<file path="config.mk">
export PLATFORM = sky130hd
export DESIGN_NAME = blink_counter_flat
export DESIGN_NICKNAME = d
export VERILOG_FILES = /design/src/rtl/blink_counter_pkg.sv /design/src/rtl/blink_counter_if.sv /design/src/rtl/blink_counter_tick_gen.sv /design/src/rtl/blink_counter.sv /design/src/flat_wrapper.sv
export SDC_FILE = /design/constraint.sdc
export NUM_CORES = 1
export LEC_CHECK = 0
export ABC_AREA = 1
export BUFFER_PORTS_ARGS = -buffer_cell sky130_fd_sc_hd__clkbuf_2
export CORE_UTILIZATION = 39
export CTS_CLUSTER_SIZE = 20
export DETAILED_ROUTE_END_ITERATION = 12
export PLACE_DENSITY_LB_ADDON = 0.3
export RECOVER_POWER = 25
export SLEW_MARGIN = 20
export SYNTH_ARGS = -nofsm -noshare
export SYNTH_HDL_FRONTEND = slang
export SYNTH_HIERARCHICAL = 1
export SYNTH_SLANG_ARGS = --single-unit
export TNS_END_PERCENT = 100
</file>
<file path="constraint.sdc">
create_clock -name clk -period 3.4 [get_ports clk]
set_input_delay 0.34 -clock clk [delete_from_list [all_inputs] [get_ports clk]]
set_output_delay 0.34 -clock clk [all_outputs]
set_load 0.1 [all_outputs]
</file>
<file path="src/rtl/blink_counter_pkg.sv">
// blink_pkg: shared mode enum and direction constants for blink_counter.
// Ports: none (package).
package blink_pkg;
  typedef enum logic [1:0] {
    MODE_UP     = 2'd0,
    MODE_DOWN   = 2'd1,
    MODE_BOUNCE = 2'd2,
    MODE_HOLD   = 2'd3
  } blink_mode_e;
  localparam logic DIR_UP   = 1'b0;
  localparam logic DIR_DOWN = 1'b1;
endpackage

</file>
<file path="src/rtl/blink_counter_if.sv">
// blink_counter_if: control/display bundle between the board top and blink_counter.
// Ports: en, mode, load, load_val, duty (master -> slave); count, led, tick, wrap (slave -> master).
interface blink_counter_if #(
  parameter int BITS = 4
) ();
  import blink_pkg::*;
  logic            en;
  blink_mode_e     mode;
  logic            load;
  logic [BITS-1:0] load_val;
  logic [3:0]      duty;
  logic [BITS-1:0] count;
  logic [BITS-1:0] led;
  logic            tick;
  logic            wrap;
  modport master (output en, mode, load, load_val, duty, input count, led, tick, wrap);
  modport slave  (input en, mode, load, load_val, duty, output count, led, tick, wrap);
endinterface

</file>
<file path="src/rtl/blink_counter_tick_gen.sv">
// tick_gen: prescaler that fires a one-cycle step every 2^LOG2DELAY enabled cycles.
// Ports: clk, rst_n (sync, active-low), en (advance), clr (restart from 0), step (combinational).
module tick_gen #(
  parameter int LOG2DELAY = 22
) (
  input  logic clk,
  input  logic rst_n,
  input  logic en,
  input  logic clr,
  output logic step
);
  logic [LOG2DELAY-1:0] p_q;
  always_ff @(posedge clk) begin
    if (!rst_n) p_q <= '0;
    else if (clr) p_q <= '0;
    else if (en) p_q <= p_q + LOG2DELAY'(1);
  end
  assign step = en && (&p_q);
endmodule

</file>
<file path="src/rtl/blink_counter.sv">
// blink_counter: prescaled up/down/bounce/hold LED counter with wrap pulse and optional PWM.
// Ports: clk, rst_n (sync, active-low), bus (blink_counter_if.slave: en, mode, load,
// load_val, duty in; count, led, tick, wrap out).
// Optional PWM dimming is compiled in when BLINK_COUNTER_PWM_EN is defined.
module blink_counter
  import blink_pkg::*;
#(
  parameter int BITS      = 4,
  parameter int LOG2DELAY = 22
) (
  input logic           clk,
  input logic           rst_n,
  blink_counter_if.slave bus
);
  localparam logic [BITS-1:0] MAX = '1;
  logic            step;
  logic [BITS-1:0] count_q, count_d;
  logic            dir_q, dir_d;
  logic            tick_q, wrap_q, wrap_d;
  tick_gen #(.LOG2DELAY(LOG2DELAY)) u_tick_gen (
    .clk  (clk),
    .rst_n(rst_n),
    .en   (bus.en),
    .clr  (bus.load),
    .step (step)
  );
  always_comb begin
    count_d = count_q;
    dir_d   = dir_q;
    wrap_d  = 1'b0;
    case (bus.mode)
      MODE_UP: begin
        count_d = count_q + 1'b1;
        wrap_d  = count_q == MAX;
      end
      MODE_DOWN: begin
        count_d = count_q - 1'b1;
        wrap_d  = count_q == '0;
      end
      MODE_BOUNCE: begin
        // a 1-bit counter has no interior values, so every step is a reversal
        if (BITS == 1) begin
          count_d = ~count_q;
          dir_d   = count_q[0] ? DIR_DOWN : DIR_UP;
          wrap_d  = 1'b1;
        end else if (dir_q == DIR_UP) begin
          count_d = count_q == MAX ? MAX - 1'b1 : count_q + 1'b1;
          dir_d   = count_q == MAX ? DIR_DOWN : DIR_UP;
          wrap_d  = count_q == MAX;
        end else begin
          count_d = count_q == '0 ? BITS'(1) : count_q - 1'b1;
          dir_d   = count_q == '0 ? DIR_UP : DIR_DOWN;
          wrap_d  = count_q == '0;
        end
      end
      default: ;
    endcase
  end
  always_ff @(posedge clk) begin
    if (!rst_n) begin
      count_q <= '0;
      dir_q   <= DIR_UP;
      tick_q  <= 1'b0;
      wrap_q  <= 1'b0;
    end else if (bus.load) begin
      count_q <= bus.load_val;
      tick_q  <= 1'b0;
      wrap_q  <= 1'b0;
    end else begin
      tick_q <= step;
      wrap_q <= step && wrap_d;
      if (step) begin
        count_q <= count_d;
        dir_q   <= dir_d;
      end
    end
  end
  assign bus.count = count_q;
  assign bus.tick  = tick_q;
  assign bus.wrap  = wrap_q;
`ifdef BLINK_COUNTER_PWM_EN
  // phase free-runs from reset regardless of en so brightness is steady while paused
  logic [3:0]      phase_q;
  logic [BITS-1:0] led_q;
  always_ff @(posedge clk) begin
    if (!rst_n) begin
      phase_q <= '0;
      led_q   <= '0;
    end else begin
      phase_q <= phase_q + 4'd1;
      led_q   <= count_q & {BITS{phase_q < bus.duty}};
    end
  end
  assign bus.led = led_q;
`else
  logic unused_duty;
  assign unused_duty = ^bus.duty;
  assign bus.led     = count_q;
`endif
endmodule

</file>
<file path="src/flat_wrapper.sv">
// flat-port wrapper written by rule: the top's interface ports become plain ports
module blink_counter_flat import blink_pkg::*;
#(
  parameter int BITS      = 4,
  parameter int LOG2DELAY = 22
)
  (clk, rst_n, bus_en, bus_mode, bus_load, bus_load_val, bus_duty, bus_count, bus_led, bus_tick, bus_wrap);
  blink_counter_if #(.BITS(BITS)) bus_i ();
  input logic clk;
  input logic rst_n;
  input wire logic [$bits(bus_i.en)-1:0] bus_en;
  input wire logic [$bits(bus_i.mode)-1:0] bus_mode;
  input wire logic [$bits(bus_i.load)-1:0] bus_load;
  input wire logic [$bits(bus_i.load_val)-1:0] bus_load_val;
  input wire logic [$bits(bus_i.duty)-1:0] bus_duty;
  output wire logic [$bits(bus_i.count)-1:0] bus_count;
  output wire logic [$bits(bus_i.led)-1:0] bus_led;
  output wire logic [$bits(bus_i.tick)-1:0] bus_tick;
  output wire logic [$bits(bus_i.wrap)-1:0] bus_wrap;
  assign bus_i.en = bus_en;
  assign bus_i.mode = bus_mode;
  assign bus_i.load = bus_load;
  assign bus_i.load_val = bus_load_val;
  assign bus_i.duty = bus_duty;
  assign bus_count = bus_i.count;
  assign bus_led = bus_i.led;
  assign bus_tick = bus_i.tick;
  assign bus_wrap = bus_i.wrap;
  blink_counter #(.BITS(BITS), .LOG2DELAY(LOG2DELAY)) u_core (.clk(clk), .rst_n(rst_n), .bus(bus_i));
endmodule
</file>
======== Word level (Yosys, flattened, before mapping) ========
Index checks and enable logic that the tools add are counted.
operators by class
  add/subtract/negate cells ............... 3
  multipliers ............................. 0
  divide/modulo/power cells ............... 0
  $lt $le $gt $ge ......................... 0
  eq/ne operators ......................... 3
  shift operators ......................... 0
  mux-type cells .......................... 11
  bitwise operators ....................... 2
  reduce and logical (&&, ||, !) cells .... 10
operators by type and width
  cell                                                                    number
  22-bit by 1-bit adder with 22-bit output (second input constant)        1
  22-bit AND reduction                                                    1
  4-bit two-way mux                                                       5
  4-bit one-hot mux with 3 select lines                                   1
  4-bit by 1-bit adder with 4-bit output (second input constant)          1
  4-bit equality test (second input constant)                             1
  4-bit logical NOT                                                       1
  1-bit two-way mux                                                       4
  4-bit nonzero test                                                      1
  4-bit by 1-bit subtractor with 4-bit output (second input constant)     1
  1-bit one-hot mux with 3 select lines                                   1
  3-bit AND reduction                                                     1
  2-bit by 1-bit equality test with 1-bit output (second input constant)  1
  2-bit equality test (second input constant)                             1
  1-bit logical AND                                                       2
  2-bit logical NOT                                                       1
  1-bit NOT                                                               2
  2-bit AND reduction                                                     1
  2-bit nonzero test                                                      1
  2-bit OR reduction                                                      1
word-level totals
  register bits after elaboration ......... 29
  bits in latches ......................... 0
  bits in writable memories ............... 0
  memory bits (read-only) ................. 0
  output and inout port bits .............. 10
  word-level logic and storage cells ...... 34
  memories ................................ 0

======== Depth between registers and ports, before layout ========
  word-level depth ........................ 6
  mapped depth ............................ 14
  depth with buffers taken out ............ 14

======== Hierarchy ========
Netlist, hierarchy kept.
modules (own cells, without submodules)
  module         times used  cells each  area an instance (µm²)
  tick_gen       1           179         1141.1
  blink_counter  1           102         680.7

======== Least setup slack after synthesis ========
No wires, ideal clock.
  path type ............................... register -> register
  start point ............................. register u_core.count_q[0], in the netlist u_core/bus.count[0]
  end point ............................... register u_core.count_q[3], in the netlist u_core/bus.count[3]
  arrival ................................. 2.079 ns
  required time ........................... 3.334 ns
  path slack .............................. 1.255 ns
  cell stages (with the launch flop) ...... 12
  period minus slack after synthesis ...... 2.145 ns
  path through ............................ dfxtp_1 inv_1 ha_1 nand2_4 nand3_1 nand2_1 nand2_1 nand2_1 nand2_1 nand2_1 nand2_1 a21oi_2
between the ends
  cells in the longest elaborated chain, start to end .. 6
  elaborated cells between the ends (all ways) .. 10
  those cells by class .................... add/sub (2); eq/ne (1); mux (6); reduce/logical (1)
ends and longest elaborated chain
  element                                                               RTL line                                  source
  start: declaration                                                    blink_counter.sv:17                       logic [BITS-1:0] count_q, count_d;
  start signal: assignment                                              blink_counter.sv:66                       count_q <= bus.load_val;
  start signal: assignment                                              blink_counter.sv:73                       count_q <= count_d;
  4-bit by 1-bit adder with 4-bit output, or another cell as far along  blink_counter.sv:33, blink_counter.sv:47
  4-bit two-way mux, on equally long branches                           blink_counter.sv:47, blink_counter.sv:51
  4-bit two-way mux                                                     blink_counter.sv:46                       end else if (dir_q == DIR_UP) begin
  4-bit one-hot mux with 3 select lines *                               blink_counter.sv:31                       case (bus.mode)
  4-bit two-way mux *                                                   blink_counter.sv:72                       if (step) begin
  4-bit two-way mux *                                                   blink_counter.sv:65                       end else if (bus.load) begin
Mark *: on every way between the ends. The rest lies on a longest branch, timed or not. The select of a mux whose other input is x is not followed.
A chain may end at the register's enable or synchronous reset.

======== Final worst setup path ========
  start point ............................. register u_core.u_tick_gen.p_q[0]
  end point ............................... register u_core.count_q[2], in the netlist u_core/bus.count[2]
between the ends
  cells in the longest elaborated chain, start to end .. 4
ends and longest elaborated chain
  element                        RTL line                      source
  start: declaration             blink_counter_tick_gen.sv:12  logic [LOG2DELAY-1:0] p_q;
  start signal: assignment       blink_counter_tick_gen.sv:16  else if (en) p_q <= p_q + LOG2DELAY'(1);
  22-bit AND reduction           blink_counter_tick_gen.sv:18  assign step = en && (&p_q);
  1-bit logical AND              blink_counter_tick_gen.sv:18
  named net u_core.step          blink_counter.sv:16           logic step;
  2-bit nonzero test (no line)   n/a
  2-bit AND reduction (no line)  n/a
The timed path passes the listed nets, and every way through them passes these cells.

==> results.json <==
{
  "setup_total_negative_slack_ns": 0,
  "final.min_clock_period_ns": 2.068,
  "worst_clock_skew_ns": 0.006759,
  "postSynthNetCount": 303,
  "cts_root_buf": "sky130_fd_sc_hd__clkbuf_8",
  "cts_buffer_depth": 2,
  "timing_worst_slew_pin_value_ns": 1.230,
  "cts_resized": 0,
  "setup.worst_path.start_class": "flip-flop",
  "grt_start_max_net_pins": 19,
  "number_of_nets_in_the_layout": 323,
  "antennaDiodeCount": 0,
  "vias_in_the_first_global_route": 1497,
  "synth.largest_area_cell": "sky130_fd_sc_hd__dfxtp_1",
  "detail_route.drc_violations": 0,
  "worst_skew_pair.late_latency_ns": 0.28,
  "cts.hold.buffers_added": 0,
  "path_cells": "ha_1, inv_1, nor2_1, nand2_1, nor2_4, nand3_1, nor2_1, inv_1, a21oi_2, inv_1, a311oi_1, a21oi_1",
  "core_area_um2": 4414,
  "finalCoreUtilization": 0.4541,
  "synth.area.top_cells": "sky130_fd_sc_hd__dfxtp_1 32%, sky130_fd_sc_hd__nand2_1 13%, sky130_fd_sc_hd__nor2_1 9.1%",
  "timing.slew.headroom": 0.1767,
  "half_perimeter_wire_length_after_detailed_placement_um": 2756,
  "synth_cell_type_count": 33,
  "horizontal_extent_of_the_die_um": 70.35,
  "totalPowerFinal_w": 0.0007377,
  "power_density_nw_per_um2": 368.0,
  "globalplace.congestion": 0.8675,
  "num-fill-cells": 445,
  "hold_path_class": "input pin to flip-flop",
  "rsz0062_at_grt": "false",
  "cts.clk_slew.worst_paths_ns": 0.06,
  "global_route_wire_length_before_repair_um": 6410,
  "syn-cell-area_um2": 1822,
  "crit_path_top_delay_cell": "sky130_fd_sc_hd__dfxtp_1",
  "detail_route.wirelength_um": 3660,
  "hold_violations": 0,
  "rows": 24,
  "yosys_warnings": 6,
  "fin_crit_sh": 0.6082,
  "leakage_nw": 0.8383,
  "h_tree_depth": 2,
  "number_of_antenna_violations_at_the_first_check_in_global_routing": 0,
  "cts_made_buffers": 5,
  "io_pins": 24,
  "dr_total_vias": 1695,
  "port_buffers": 19,
  "setup.worst_path.end_class": "flip-flop",
  "clkSinkCount": 29,
  "status": "finished, final reports clean",
  "drv_cap": 0,
  "final-instance-count-excl-fill": 352,
  "whs_ns": 0.3526,
  "detail_route.first_pass.iterations": 4,
  "cp_max_fo": 6,
  "post_synth.cell_area_avg_um2": 6.483,
  "cts_tree": "done",
  "grt.overflow.total": 0,
  "synth_top_cell_area_share": 0.3187,
  "share_of_cells_above_drive_strength_1": 0.1200,
  "area.growth.synth_to_final_pct": 10.03,
  "yosys_register_bits": 29,
  "dr.first_iter.drc_count": 101,
  "wl_per_cell_um": 10.40,
  "fmaxAchievable_ghz": 0.4836,
  "report.final.slew_viol_count": 0,
  "crit_required_ns": 3.55,
  "cpMostUsedCell": "sky130_fd_sc_hd__inv_1",
  "routed_via_density": 4.815,
  "design.die.area_um2": 4948,
  "seq_area_frac_synth": 0.3187,
  "vdd_ir_drop_max_uv": 134.2,
  "total_routing_usage_reported_by_global_routing": 0.1596,
  "setup-violations-final": 0,
  "final_antenna_net_count": 0,
  "dpl.cell_count": 346,
  "start_util": 0.4127,
  "critical_path_class": "flip-flop to flip-flop",
  "worst_path_largest_cell_delay_ns": 0.36,
  "post_cts.repair.setup_buffers": 0,
  "synthesis.instances": 281,
  "timing.critical_path.arrival_ns": 2.22,
  "die_outline_height_um": 70.35
}
==> layer usage <==
| layer | track usage | wire length [µm] | vias to the layer above |
|---|---|---|---|
| li1 | - | - | 938 |
| met1 | 0.2139 | 1931 | 737 |
| met2 | 0.2444 | 1617 | 20 |
| met3 | 0.04473 | 111 | 0 |
| met4 | 0.05333 | 0 | 0 |
| met5 | 0 | 0 | - |
==> sequential cells by signal, summed over array words and instances (netlist names) <==
signal	cells
u_core/bus.tick	1
u_core/u_tick_gen/p_q	22
u_core/bus.count	4
u_core/dir_q	1
u_core/bus.wrap	1
==> power breakdown <==
| part | internal [W] | switching, W | leakage, nW |
|---|---|---|---|
| logic | 0.0000319 | 0.0000997 | 0.564 |
| registers | 0.000344 | 0.00000814 | 0.235 |
| clock network | 0.000134 | 0.000120 | 0.0399 |
==> stage by stage <==
stage          instance area, µm²  setup slack, ns
2_1_floorplan                1822            1.255
3_3_place_gp                 1936            1.356
3_5_place_dp                 1936            1.369
4_1_cts                      2009            1.339
5_1_grt                      2004            1.106
6_report                     2004            1.332
==> worst paths after layout <==
path	startpoint	endpoint	slack, ns	cells past startpoint
worst max register to register	u_core/u_tick_gen/p_q[0]	u_core/bus.count[2]	1.33	12
worst min-delay path	bus_load_val[0]	u_core/bus.count[0]	0.35	3
worst max-delay path	u_core/u_tick_gen/p_q[0]	u_core/bus.count[2]	1.33	12
worst min register to register	u_core/u_tick_gen/p_q[9]	u_core/u_tick_gen/p_q[9]	0.49	1
==> cells by family after synthesis <==
group           after synthesis  share of synthesized area
xor+xnor                      1                   0.004809
flops                        29                     0.3187
buf+inv                      52                     0.1202
compound gates               44                     0.1415
simple gates                147                     0.3599
fa+ha+maj                     8                    0.05495
==> synth_stat cells <==
cell type and count:
sky130_fd_sc_hd__nand3_2 1, sky130_fd_sc_hd__o21bai_1 1, sky130_fd_sc_hd__buf_4 4, sky130_fd_sc_hd__dfxtp_1 29, sky130_fd_sc_hd__o21ai_2 1, sky130_fd_sc_hd__nand2_4 2, sky130_fd_sc_hd__o21ai_0 5, sky130_fd_sc_hd__nor2_1 44
sky130_fd_sc_hd__inv_2 2, sky130_fd_sc_hd__and3_2 1, sky130_fd_sc_hd__inv_1 43, sky130_fd_sc_hd__xnor2_1 1, sky130_fd_sc_hd__buf_6 1, sky130_fd_sc_hd__a21oi_2 2, sky130_fd_sc_hd__o21a_1 2, sky130_fd_sc_hd__nand4_1 6
sky130_fd_sc_hd__clkinv_1 1, sky130_fd_sc_hd__nor2_4 3, sky130_fd_sc_hd__ha_1 8, sky130_fd_sc_hd__nand3b_1 1, sky130_fd_sc_hd__o21ai_1 5, sky130_fd_sc_hd__or2_1 1, sky130_fd_sc_hd__nor3_1 6, sky130_fd_sc_hd__nand3_1 18
sky130_fd_sc_hd__a311oi_1 1, sky130_fd_sc_hd__o41ai_1 1, sky130_fd_sc_hd__nand2_1 62, sky130_fd_sc_hd__a211oi_1 2, sky130_fd_sc_hd__a21oi_1 21, sky130_fd_sc_hd__o22ai_1 2, sky130_fd_sc_hd__nor2_2 2, sky130_fd_sc_hd__buf_2 1
sky130_fd_sc_hd__o221ai_1 1
==> critical path: cells and delay by family, from the launching register on <==
family	cells	cell delay, ns
adders and majority gates	1	0.22
buffers and inverters	3	0.20
DFF	1	0.36
AOI/OAI and AO/OA	3	0.47
and+or+nand+nor	5	0.68
==> final cells by class <==
cell class                      instances  area [µm²]  share of cell area
Inverter                               46       172.7             0.08614
Tap cell                               52       65.06             0.03246
Clock inverter                          1       5.005            0.002497
Timing Repair Buffer                   19       92.59             0.04619
Sequential cell                        29       580.6              0.2896
Clock buffer                            5       68.82             0.03433
Multi-Input combinational cell        200        1020              0.5087
==> placed cells by master, fill, tap and decap left out, types with 6 or more instances in the layout <==
cell and n:
sky130_fd_sc_hd__nand3_1 18, sky130_fd_sc_hd__nor2_1 45, sky130_fd_sc_hd__dfxtp_1 29, sky130_fd_sc_hd__nand2_1 62, sky130_fd_sc_hd__nor3_1 6, sky130_fd_sc_hd__inv_1 43
sky130_fd_sc_hd__ha_1 8, sky130_fd_sc_hd__a21oi_1 21, sky130_fd_sc_hd__nand4_1 6, sky130_fd_sc_hd__clkbuf_2 17
Power figures use the tool's default switching activity.
